`src/rtl/ifetch_pkg.sv`:
```
// Shared definitions for the instruction fetch unit: FSM encoding and
// default sizing used by ifetch and its testbench.
package ifetch_pkg;

  typedef enum logic {
    FETCH = 1'b0,
    HALT  = 1'b1
  } fetch_state_e;

  localparam int unsigned DEF_DEPTH    = 4;
  localparam int unsigned DEF_MAX_OUT  = 2;
  localparam logic [31:0] DEF_RESET_PC = 32'h0000_0000;

endpackage

```
`src/rtl/ifetch_q.sv`:
```
// Parameterised synchronous FIFO with flush; used both for the instruction
// queue and for the outstanding-request pc tags.
module ifetch_q #(
  parameter int unsigned WIDTH = 16,
  parameter int unsigned DEPTH = 4,
  localparam int unsigned AW = (DEPTH > 1) ? $clog2(DEPTH) : 1,
  localparam int unsigned CW = $clog2(DEPTH + 1)
) (
  input  logic             clk,
  input  logic             reset,
  input  logic             push,
  input  logic             pop,
  input  logic             flush,
  input  logic [WIDTH-1:0] din,
  output logic [WIDTH-1:0] dout,
  output logic             full,
  output logic             empty,
  output logic [CW-1:0]    count
);

  logic [WIDTH-1:0] data_q [DEPTH];
  logic [AW-1:0]    rd_ptr;
  logic [AW-1:0]    wr_ptr;
  logic             do_push;
  logic             do_pop;

  // Explicit wrap so DEPTH need not be a power of two.
  function automatic logic [AW-1:0] ptr_inc(input logic [AW-1:0] p);
    return (p == AW'(DEPTH - 1)) ? '0 : p + AW'(1);
  endfunction

  assign do_push = push && !full;
  assign do_pop  = pop && !empty;
  assign full    = (count == CW'(DEPTH));
  assign empty   = (count == '0);
  assign dout    = data_q[rd_ptr];

  always_ff @(posedge clk) begin
    if (reset || flush) begin
      rd_ptr <= '0;
      wr_ptr <= '0;
      count  <= '0;
    end else begin
      if (do_push) wr_ptr <= ptr_inc(wr_ptr);
      if (do_pop)  rd_ptr <= ptr_inc(rd_ptr);
      count <= count + CW'(do_push) - CW'(do_pop);
    end
  end

  // Storage carries no reset; only pointers and count define validity.
  always_ff @(posedge clk) begin
    if (do_push && !flush) data_q[wr_ptr] <= din;
  end

endmodule

```
`src/rtl/ifetch.sv`:
```
// Instruction fetch unit: issues halfword fetches, buffers returned
// instructions in order, and handles redirects and fetch faults.
module ifetch
  import ifetch_pkg::*;
#(
  parameter int unsigned    RV       = 32,
  parameter int unsigned    DEPTH    = DEF_DEPTH,
  parameter logic [RV-1:0]  RESET_PC = RV'(DEF_RESET_PC),
  parameter int unsigned    MAX_OUT  = DEF_MAX_OUT
) (
  input  logic          clk,
  input  logic          reset,
  output logic          mem_req,
  output logic [RV-1:0] mem_addr,
  input  logic          mem_ack,
  input  logic          mem_rvalid,
  input  logic [15:0]   mem_rdata,
  input  logic          mem_fault,
  input  logic          ins_ready,
  output logic [15:0]   ins,
  output logic          idone,
  output logic [RV-1:0] ins_pc,
  output logic          ins_fault,
  input  logic          redirect,
  input  logic [RV-1:0] redirect_pc
);

  localparam int unsigned QW  = 16 + RV + 1;
  localparam int unsigned QCW = $clog2(DEPTH + 1);
  localparam int unsigned TCW = $clog2(MAX_OUT + 1);
  localparam int unsigned SW  = $clog2(DEPTH + MAX_OUT + 1) + 1;

  fetch_state_e     state;
  fetch_state_e     state_next;
  logic [RV-1:0]    fetch_pc;
  logic [RV-1:0]    pc_next;
  logic [TCW-1:0]   discard_cnt;
  logic [TCW-1:0]   discard_next;
  logic [SW-1:0]    outstanding;
  logic             resp_take;
  logic             resp_drop;

  logic [QW-1:0]    q_dout;
  logic             q_full;
  logic             q_empty;
  logic [QCW-1:0]   q_count;
  logic [RV-1:0]    tag_dout;
  logic             tag_full;
  logic             tag_empty;
  logic [TCW-1:0]   tag_count;

  // Requests still owed a response: live tags plus those being discarded.
  assign outstanding = SW'(tag_count) + SW'(discard_cnt);
  assign mem_addr    = fetch_pc;
  assign {ins, ins_pc, ins_fault} = q_dout;

  always_ff @(posedge clk) begin
    if (reset) begin
      state       <= FETCH;
      fetch_pc    <= RESET_PC & ~RV'(1);
      discard_cnt <= '0;
    end else begin
      state       <= state_next;
      fetch_pc    <= pc_next;
      discard_cnt <= discard_next;
    end
  end

  always_comb begin
    state_next   = state;
    pc_next      = fetch_pc;
    discard_next = discard_cnt;
    mem_req      = 1'b0;
    idone        = 1'b0;
    resp_take    = 1'b0;
    resp_drop    = 1'b0;

    if (!reset) begin
      idone     = !q_empty && ins_ready && !redirect;
      mem_req   = (state == FETCH) && !redirect && !q_full && !tag_full &&
                  (outstanding < SW'(MAX_OUT)) &&
                  ((SW'(q_count) + outstanding) < SW'(DEPTH));
      resp_take = mem_rvalid && !redirect && (discard_cnt == '0) && !tag_empty;
      resp_drop = mem_rvalid && !redirect && (discard_cnt != '0);
    end

    // A response landing in the redirect cycle is dropped immediately, so it
    // is not counted among those still to be discarded.
    if (redirect) begin
      state_next   = FETCH;
      pc_next      = redirect_pc & ~RV'(1);
      discard_next = (mem_rvalid && (outstanding != '0)) ?
                     TCW'(outstanding - SW'(1)) : TCW'(outstanding);
    end else begin
      if (resp_take && mem_fault) state_next = HALT;
      if (resp_drop) discard_next = discard_cnt - TCW'(1);
      if (mem_req && mem_ack) pc_next = fetch_pc + RV'(2);
    end
  end

  ifetch_q #(
    .WIDTH (QW),
    .DEPTH (DEPTH)
  ) u_queue (
    .clk   (clk),
    .reset (reset),
    .push  (resp_take),
    .pop   (idone),
    .flush (redirect),
    .din   ({mem_rdata, tag_dout, mem_fault}),
    .dout  (q_dout),
    .full  (q_full),
    .empty (q_empty),
    .count (q_count)
  );

  ifetch_q #(
    .WIDTH (RV),
    .DEPTH (MAX_OUT)
  ) u_tags (
    .clk   (clk),
    .reset (reset),
    .push  (mem_req && mem_ack),
    .pop   (resp_take),
    .flush (redirect),
    .din   (fetch_pc),
    .dout  (tag_dout),
    .full  (tag_full),
    .empty (tag_empty),
    .count (tag_count)
  );

endmodule

```
`config.mk`:
```
export PLATFORM = sky130hd
export DESIGN_NAME = ifetch
export DESIGN_NICKNAME = d
export VERILOG_FILES = /design/src/rtl/ifetch_pkg.sv /design/src/rtl/ifetch_q.sv /design/src/rtl/ifetch.sv
export SDC_FILE = /design/constraint.sdc
export NUM_CORES = 1
export LEC_CHECK = 0
export ABC_AREA = 1
export CORE_ASPECT_RATIO = 1.1
export CORE_MARGIN = 1.5
export CORE_UTILIZATION = 55
export CTS_BUF_LIST = sky130_fd_sc_hd__clkbuf_8
export DETAILED_ROUTE_END_ITERATION = 6
export PLACE_DENSITY = 0.85
export SLEW_MARGIN = 20
export SYNTH_ARGS = -nofsm -noshare
export SYNTH_HDL_FRONTEND = slang
export SYNTH_SLANG_ARGS = --single-unit
export TNS_END_PERCENT = 30
```
`constraint.sdc`:
```
create_clock -name clk -period 4.4 [get_ports clk]
set_clock_uncertainty 0.2 [all_clocks]
set_input_delay 0.66 -clock clk [delete_from_list [all_inputs] [get_ports clk]]
set_output_delay 0.66 -clock clk [all_outputs]
set_load 0.02 [all_outputs]
```
# Word-level counts from Yosys, hierarchy flattened
# Memories as Yosys holds them, arrays and structs flattened. A register that Yosys moved wholly into a read port is not among the register bits.
# Cells that the tools add are included.
classes:
  add_sub_neg: 13
  n_lt_le_gt_ge: 2
  n_eq_ne: 4
  mux: 21
  bitwise: 1
  n_reduce_logical: 34
ops:
  columns: ["cell", "count"]
  rows:
  - ["2-to-1 mux 32 bit", 2]
  - ["adder 32 x 2 -> 32 bit, second input constant", 1]
  - ["logical AND 1 bit", 20]
  - ["2-to-1 mux 2 bit", 7]
  - ["2-to-1 mux 1 bit", 12]
  - ["== test 2 bit, second input constant", 3]
  - ["nonzero test 2 bit", 3]
  - ["logical NOT 1 bit", 5]
  - ["adder 2 x 1 -> 2 bit, second input constant", 2]
  - ["adder 3 x 3 -> 4 bit", 1]
  - ["logical NOT 2 bit", 2]
  - ["< comparator 4 x 3 -> 1 bit, second input constant", 1]
  - ["nonzero test 4 bit", 1]
  - ["subtractor 2 x 1 -> 2 bit, second input constant", 2]
  - ["adder 2 x 2 -> 3 bit", 1]
  - ["adder 3 x 1 -> 3 bit", 1]
  - ["== test 3 bit, second input constant", 1]
  - ["logical NOT 3 bit", 1]
  - ["< comparator 3 x 2 -> 1 bit, second input constant", 1]
  - ["subtractor 3 x 1 -> 3 bit", 1]
  - ["adder 1 bit, second input constant", 2]
  - ["adder 2 x 1 -> 2 bit", 1]
  - ["OR reduction 2 bit", 1]
  - ["subtractor 2 x 1 -> 2 bit", 1]
  - ["2 further kinds", 2]
totals:
  regBits: 46
  ramBits: 260
  input_bits: 55
  out_inout_bits: 83
  elab_cells: 87
  n_memories: 2
memory_table:
  columns: ["name", "depth", "width", "rd", "rd_ports_with_merged_regs", "wr", "line_no", "rtl"]
  rows:
  - ["u_queue.data_q", 4, 49, 1, 1, 1, "ifetch_q.sv:21", "logic [WIDTH-1:0] data_q [DEPTH];"]
  - ["u_tags.data_q", 2, 32, 1, 1, 1, "ifetch_q.sv:21", null]

# Logic depth before layout (Yosys ltp)
# Gate-level depths: netlist (run 1).
depth:
  word_depth: 12
  depth_mapped: 13
  depth_no_buf: 13

# Cells and area by module
# From an unflattened synthesis (run 1), not the netlist that was laid out.
unflattened:
  hier_cells: 1110
  hier_area_um2: 13073.8
by_module_without_submodules:
  columns: ["mod", "n_inst", "cells_per_inst", "area_each_um2", "seq_area_each_um2"]
  rows:
  - ["ifetch_q (u_queue)", 1, 538, 7758.7, 6065.8]
  - ["ifetch_q (u_tags)", 1, 138, 2718.9, 2021.9]
  - ["ifetch", 1, 434, 2596.2, 680.7]

# Least setup slack after synthesis (run 1)
# No wires, ideal clock.
synth_timing:
  path_kind: "input to register"
  startpoint: "input port reset"
  endpoint: "memory u_queue.data_q[0][0] (netlist name), enable pin"
  setup_time_ps: 454
  t_arrival_ps: 3372
  required_time_ps: 3746
  path_slack_ps: 374
  path_stages: 6
  n_path_buf: 1
  cell_sequence: "buf_6 > nor2_4 > nand3_1 > inv_1 > o21ai_1 > nor2_1"
synth_between:
  elab_chain_cells: 5
synth_lines:
  columns: ["item", "line_no", "rtl"]
  rows:
  - ["from (decl)", "ifetch.sv:12", "input logic reset,"]
  - ["2-to-1 mux 1 bit", "ifetch.sv:78", "if (!reset) begin"]
  - ["logical AND 1 bit", "ifetch_q.sv:32", "assign do_push = push && !full;"]
  - ["logical AND 1 bit", "ifetch_q.sv:52", "if (do_push && !flush) data_q[wr_ptr] <= din;"]
  - ["2-to-1 mux 1 bit", "ifetch_q.sv:52", null]
  - ["2-to-1 mux 1 bit (not written as such)", "ifetch_q.sv:52", null]
  - ["to (decl)", "ifetch_q.sv:21", null]
# Every way passes these cells.

# Worst setup path in the final report (run 1)
layout_timing:
  startpoint: "register discard_cnt[0]"
  endpoint: "output port mem_req"
layout_between:
  elab_chain_cells: 5
  word_cells_on_any_way: 7
  classes_between: "add/sub (2); order compare (2); mux (1); reduce/logical (2)"
layout_lines:
  columns: ["item", "line_no", "rtl"]
  rows:
  - ["from (decl)", "ifetch.sv:37", "logic [TCW-1:0] discard_cnt;"]
  - ["from (signal assigned)", "ifetch.sv:65", "discard_cnt <= discard_next;"]
  - ["adder 2 x 2 -> 3 bit *", "ifetch.sv:53", "assign outstanding = SW'(tag_count) + SW'(discard_cnt);"]
  - ["adder 3 x 3 -> 4 bit or < comparator 3 x 2 -> 1 bit (tied branches)", "ifetch.sv:82, ifetch.sv:81", null]
  - ["< comparator 4 x 3 -> 1 bit or logical AND 1 bit (tied branches)", "ifetch.sv:82, ifetch.sv:80", null]
  - ["logical AND 1 bit *", "ifetch.sv:81", "(outstanding < SW'(MAX_OUT)) &&"]
  - ["2-to-1 mux 1 bit *", "ifetch.sv:78", null]
  - ["to (decl)", "ifetch.sv:13", "output logic mem_req,"]
# Every way passes the cells marked *; elsewhere a longest branch is shown, timed or not.

==> results of run 1 <==
[kinds of logic (layout without fill, tap and decap cells)]
group                    after synthesis  in the layout  share of synthesized area, %
AO/OA/AOI/OAI                        209            209                          9.09
XOR/XNOR                              16             16                          1.12
adder cells (fa/ha/maj)               16             16                          1.72
buffers and inverters                110            288                          3.56
flip-flops                           302            302                          68.5
multiplexers                          31             31                          2.78
other                                  1              2                        0.0299
AND/OR/NAND/NOR                      413            413                          13.2
[synthesized netlist by cell type, types with 31 or more instances]
library cell    n
a21oi_1        32
nand2_1       152
nand3_1        39
clkbuf_1       36
o21ai_0       120
edfxtp_1      254
nor2_1        200
dfxtp_1        48
inv_1          57
mux2_2         31
o22ai_1        48
[metrics by stage]
step	total power, uW	util (%)	hold WS [ns]	worst slack (ns)	area, um2
3_5_place_dp	3530	63.9	0.264	0.779	14200
5_1_grt	5640	67.4	0.286	0.522	15000
6_report	5450	67.4	0.271	0.654	15000
3_3_place_gp	3520	63.9	0.242	0.861	14200
2_1_floorplan	3380	-	0.230	0.374	12500
4_1_cts	5490	67.4	0.273	0.635	15000
[layout make-up]
cell class              instances  area (um2)  share of cell area (%)
flip-flops and latches        302        8590                    57.3
well taps                     295         369                    2.46
inverters                      60         225                    1.50
clock buffers                  47         647                    4.31
repair buffers                150        1500                    10.0
multi-input cells             687        3540                    23.6
clock inverters                31         121                   0.809
[sequential cells by signal, summed over array words and instances (netlist names), 2 cells and up, named ones only]
register        flops
u_tags.data_q      62
u_tags.count        2
u_queue.rd_ptr      2
discard_cnt         2
u_queue.wr_ptr      2
mem_addr           31
u_queue.data_q    192
u_queue.count       3
[report_power, final]
part           switching [uW]  leakage (uW)  internal [uW]
clock                     996      0.000471            982
combinational             155       0.00209            134
sequential               56.3       0.00268           3130
[metal layers]
| metal | up-vias | track usage [%] | wire length, um | part of all wire, % |
|---|---|---|---|---|
| met4 | 0 | 9.36 | 958 | 3.5 |
| met2 | 434 | 38.3 | 13000 | 48 |
| met5 | - | 0 | 0 | 0 |
| li1 | 4139 | - | - | - |
| met3 | 80 | 3.53 | 2060 | 7.6 |
| met1 | 4156 | 30.0 | 11200 | 41 |
[worst register-to-register path: cells and delay by family (launching register included)]
family | cells | cell delay, ns
AND/OR/NAND/NOR | 5 | 0.41
buffers and inverters | 4 | 1.06
adder cells (fa/ha/maj) | 3 | 1.04
flip-flops | 1 | 0.33
[worst max path at each step]
| stage | from | to | slack, ns | depth (start not counted) |
|---|---|---|---|---|
| 5_1_grt | discard_cnt[0]$_SDFFE_PP0P_ | mem_req | 0.52 | 9 |
| 4_1_cts | discard_cnt[0]$_SDFFE_PP0P_ | mem_req | 0.63 | 9 |
| 3_3_place_gp | redirect | u_queue.data_q[1][33]$_DFFE_PP_ | 0.86 | 8 |
| 3_5_place_dp | redirect | u_queue.data_q[1][33]$_DFFE_PP_ | 0.78 | 8 |
| 6_report | discard_cnt[0]$_SDFFE_PP0P_ | mem_req | 0.65 | 9 |
| 2_1_floorplan | reset | u_queue.data_q[0][0]$_DFFE_PP_ | 0.37 | 6 |
==> results.yml, run 1 <==
floorplanning:
  rows: 57
  die_height_um: 161
  die_area_um2: 23700
  ios: 138
  start_util_pct: 56.4
  core_um2: 22300
  die_w_um: 147
grt:
  track_usage_pct: 22.8
  grt_start_max_net_pins: 97
  grt_pass1_vias: 8535
  grt-ovfl-total: 0
  grt_pass1_wl_um: 42700
  antenna_found_initial: 0
cts:
  cts_buffer_depth: 3
  cts_sinks: 302
  clock_latency_ns: 0.54
  cts_root_buffer: "clkbuf_8"
  numCtsBuffers: 45
  clkTransAtPathRegs_ns: 0.06
  cts_tree: "built"
  h-tree-depth: 2
  cts_setup_buffers: 0
  ctsHoldBuffers: 0
  postCtsResizedCells: 0
place:
  place.port_buffers: 134
  dp_cells: 1494
  gp_congestion: 0.881
  dp_hpwl_um: 16800
setup_path:
  r2r_end: "u_tags.data_q[0][11]$_DFFE_PP_"
  critPathRequiredTime_ns: 3.54
  crit_fanout: 4
  critPathSlowestCell: "clkdlybuf4s50_1"
  startpoint_type: "register"
  reg2reg_slack_ns: 1.07
  arrival_ns: 2.89
  slowest_delay_ns: 0.59
  criticalPathCategory: "register to primary output"
  critPathTopFamily: "adder cells"
  reg2reg_depth: 12
  timing.critical_path.buf_inv: 2
  endpoint_kind: "primary output"
  r2r-start: "discard_cnt[0]$_SDFFE_PP0P_"
  cp_cell_sequence: "ha_1 > fa_1 > ha_1 > nand3_1 > nand2_1 > nor2_2 > nand2_1 > inv_1 > clkdlybuf4s50_1"
routing:
  firstDrtPassIters: 6
  via_count: 8809
  vias_per_cell: 5.60
  drcViolationCount: 0
  drtAntennaViolNets: 0
  drt_wl_total_um: 27200
  drt_iter0_markers: 791
  wire_per_inst_um: 17.3
final_layout:
  mostFrequentLayoutCells: "254 x edfxtp_1, 195 x nor2_1, 152 x nand2_1"
  final_nets: 1317
  area_growth_pct: 19.6
  diodes: 0
  final_cells: 1572
  n_fill_cell: 1595
  drive_above_1_share_pct: 9.55
  final_common_cell: "edfxtp_1"
timing:
  hold_viol: 0
  fin_crit_ns: 3.75
  worst_pin_slew_ns: 1.02
  rsz0062_at_grt: "false"
  fmax_mhz: 267
  final_max_slew_viol_count: 0
  setup-tns-final_ns: 0
  slew-limit-headroom_pct: 31.9
  setup_viol: 0
  timing.final.crit_share_pct: 85.1
synthesis:
  synth-main-ff-cell: "edfxtp_1"
  synthTopCellsByArea: "edfxtp_1 61%, dfxtp_1 7.7%, nor2_1 6.0%, o21ai_0 4.8%, nand2_1 4.5%"
  ys_ff_latch: 302
  yosysTopAreaCellShare_pct: 60.8
  ys_types: 36
  yosysWarnings: 0
  yosysTopAreaCell: "edfxtp_1"
  synth-seq-area-share_pct: 68.5
  synth_area_um2: 12500
  synth_area_per_cell_um2: 11.4
  synthCells: 1098
  postSynth.asyncResetShare_pct: 0
  synth_edf_count: 254
worst_hold_path:
  hold_start: "state$_SDFFE_PP0P_"
  min_path_type: "register to register"
  min_path_cells: 2
  min_to: "state$_SDFFE_PP0P_"
power:
  p_leak_uw: 0.00524
  vdd_drop_max_mv: 0.195
  power_density_nw_per_um2: 364
status:
  status: "completed"
flow_run:
  maxCapViolCount: 0
Note: power is estimated with default switching activity, not from simulation.
==> run 2, diff against run 1 <==
--- a/config.mk
+++ b/config.mk
@@ -9,8 +9,8 @@
 export CORE_ASPECT_RATIO = 1.1
 export CORE_MARGIN = 1.5
 export CORE_UTILIZATION = 55
-export CTS_BUF_LIST = sky130_fd_sc_hd__clkbuf_8
 export DETAILED_ROUTE_END_ITERATION = 6
+export HOLD_SLACK_MARGIN = 0.1
 export PLACE_DENSITY = 0.85
 export SLEW_MARGIN = 20
 export SYNTH_ARGS = -nofsm -noshare
==> run 2 against run 1 <==
Against the previous run: critical path depth is the same; register-to-register slack better by 0.03 ns; clock-buffer cell count fell by 13; sequential power hardly changed; cell count down 1.7%; worst setup slack better by 0.010 ns; largest cell class unchanged; largest power group unchanged.
==> results.yml, run 2 (synthesis gave the netlist of run 1 again) <==
place:
  place.port_buffers: 134
  gp_congestion: 0.881
  dp_hpwl_um: 16800
timing:
  fmax_mhz: 268
  setup-tns-final_ns: 0
  hold_viol: 0
  timing.final.crit_share_pct: 84.9
  worst_pin_slew_ns: 1.04
  setup_viol: 0
  final_max_slew_viol_count: 0
  rsz0062_at_grt: "false"
  slew-limit-headroom_pct: 30.1
  fin_crit_ns: 3.74
power:
  vdd_drop_max_mv: 0.347
  power_density_nw_per_um2: 384
  p_leak_uw: 0.00520
  design_power_total_uw: 5800
cts:
  ctsHoldBuffers: 0
  cts_sinks: 302
  clock_latency_ns: 0.54
  clkTransAtPathRegs_ns: 0.06
  cts_root_buffer: "clkbuf_16"
  h-tree-depth: 1
  cts_buffer_depth: 3
  cts_tree: "built"
  postCtsResizedCells: 0
  numCtsBuffers: 28
  cts_setup_buffers: 0
grt:
  grt_pass1_vias: 8461
  grt_pass1_wl_um: 43400
  track_usage_pct: 23.2
  grt_start_max_net_pins: 97
  antenna_found_initial: 0
  grt-ovfl-total: 0
setup_path:
  reg2reg_depth: 12
  endpoint_kind: "primary output"
  r2r_end: "u_tags.data_q[0][23]$_DFFE_PP_"
  arrival_ns: 2.88
  r2r-start: "discard_cnt[0]$_SDFFE_PP0P_"
  crit_fanout: 4
  reg2reg_slack_ns: 1.10
  startpoint_type: "register"
  criticalPathCategory: "register to primary output"
  critPathRequiredTime_ns: 3.54
floorplanning:
  ios: 138
  start_util_pct: 56.4
  die_height_um: 161
  rows: 57
  die_w_um: 147
  core_um2: 22300
  die_area_um2: 23700
routing:
  drtAntennaViolNets: 0
  vias_per_cell: 5.63
  drt_wl_total_um: 27500
  drt_iter0_markers: 742
  wire_per_inst_um: 17.8
  via_count: 8702
  drcViolationCount: 0
  firstDrtPassIters: 5
worst_hold_path:
  hold_start: "state$_SDFFE_PP0P_"
  min_path_type: "register to register"
  min_path_cells: 2
  min_to: "state$_SDFFE_PP0P_"
final_layout:
  largest_reg_flops: 192
  mostFrequentLayoutCells: "254 x edfxtp_1, 195 x nor2_1, 152 x nand2_1"
  area_growth_pct: 20.5
  diodes: 0
  final_common_cell: "edfxtp_1"
  regMostFlops: "u_queue.data_q"
  n_fill_cell: 1572
  final_nets: 1300
  drive_above_1_share_pct: 8.79
  fin_util_pct: 67.9
flow_run:
  maxCapViolCount: 0
status:
  status: "completed"
==> run 2: changes by cell type in the layout (fill, tap and decap cells not counted), sizes merged <==
cell	before	now
bufinv	0	2
clkbuf	47	34
clkinv	12	15
clkinvlp	0	1
inv	79	60
==> run 2: layout make-up <==
class / instances / area [um2] / share of cell area (%)
flip-flops and latches: 302 / 8590 / 56.9
multi-input cells: 687 / 3540 / 23.5
repair buffers: 150 / 1500 / 9.92
clock buffers: 34 / 744 / 4.93
well taps: 295 / 369 / 2.44
inverters: 60 / 225 / 1.49
clock inverters: 18 / 136 / 0.903
==> run 2: power breakdown <==
| group | leakage (uW) | total (uW) | internal (uW) | switching, uW |
|---|---|---|---|---|
| combinational | 0.00209 | 289 | 134 | 155 |
| sequential | 0.00268 | 3190 | 3130 | 56.9 |
| clock | 0.000432 | 2330 | 1320 | 1010 |
==> run 2: critical path, stage by stage (launching register included) <==
cell and delay (ns):
dfxtp_1 0.33, ha_1 0.21, fa_1 0.57, ha_1 0.25
nand3_1 0.08, nand2_1 0.06, nor2_2 0.14, nand2_1 0.06
inv_1 0.05, clkdlybuf4s50_1 0.59
==> run 2: metal layers <==
metal | GRT usage (%) | vias to the layer above | routed length, um
met3 | 2.88 | 49 | 1990
met2 | 39.6 | 390 | 13500
met1 | 31.0 | 4162 | 11400
met4 | 8.23 | 0 | 691
li1 | - | 4101 | -
met5 | 0 | - | 0
==> run 2: worst max-delay path by stage <==
stage,endpoint,slack (ns),cells past startpoint,startpoint
4_1_cts,mem_req,0.64,9,discard_cnt[0]$_SDFFE_PP0P_
5_1_grt,ins_pc[24],0.52,4,register
3_5_place_dp,u_queue.data_q[1][33]$_DFFE_PP_,0.78,8,redirect
6_report,mem_req,0.66,9,discard_cnt[0]$_SDFFE_PP0P_
3_3_place_gp,u_queue.data_q[1][33]$_DFFE_PP_,0.86,8,redirect
2_1_floorplan,u_queue.data_q[0][0]$_DFFE_PP_,0.37,6,reset
==> run 2: metrics by stage <==
stage,std cells,worst slack (ns),instance area (um2),hold WS (ns)
after floorplan,1099,0.374,12500,0.230
after global placement,1494,0.861,14200,0.242
after detailed placement,1494,0.779,14200,0.264
after CTS,1546,0.637,15100,0.275
after global routing,1546,0.517,15100,0.286
final,1546,0.664,15100,0.274
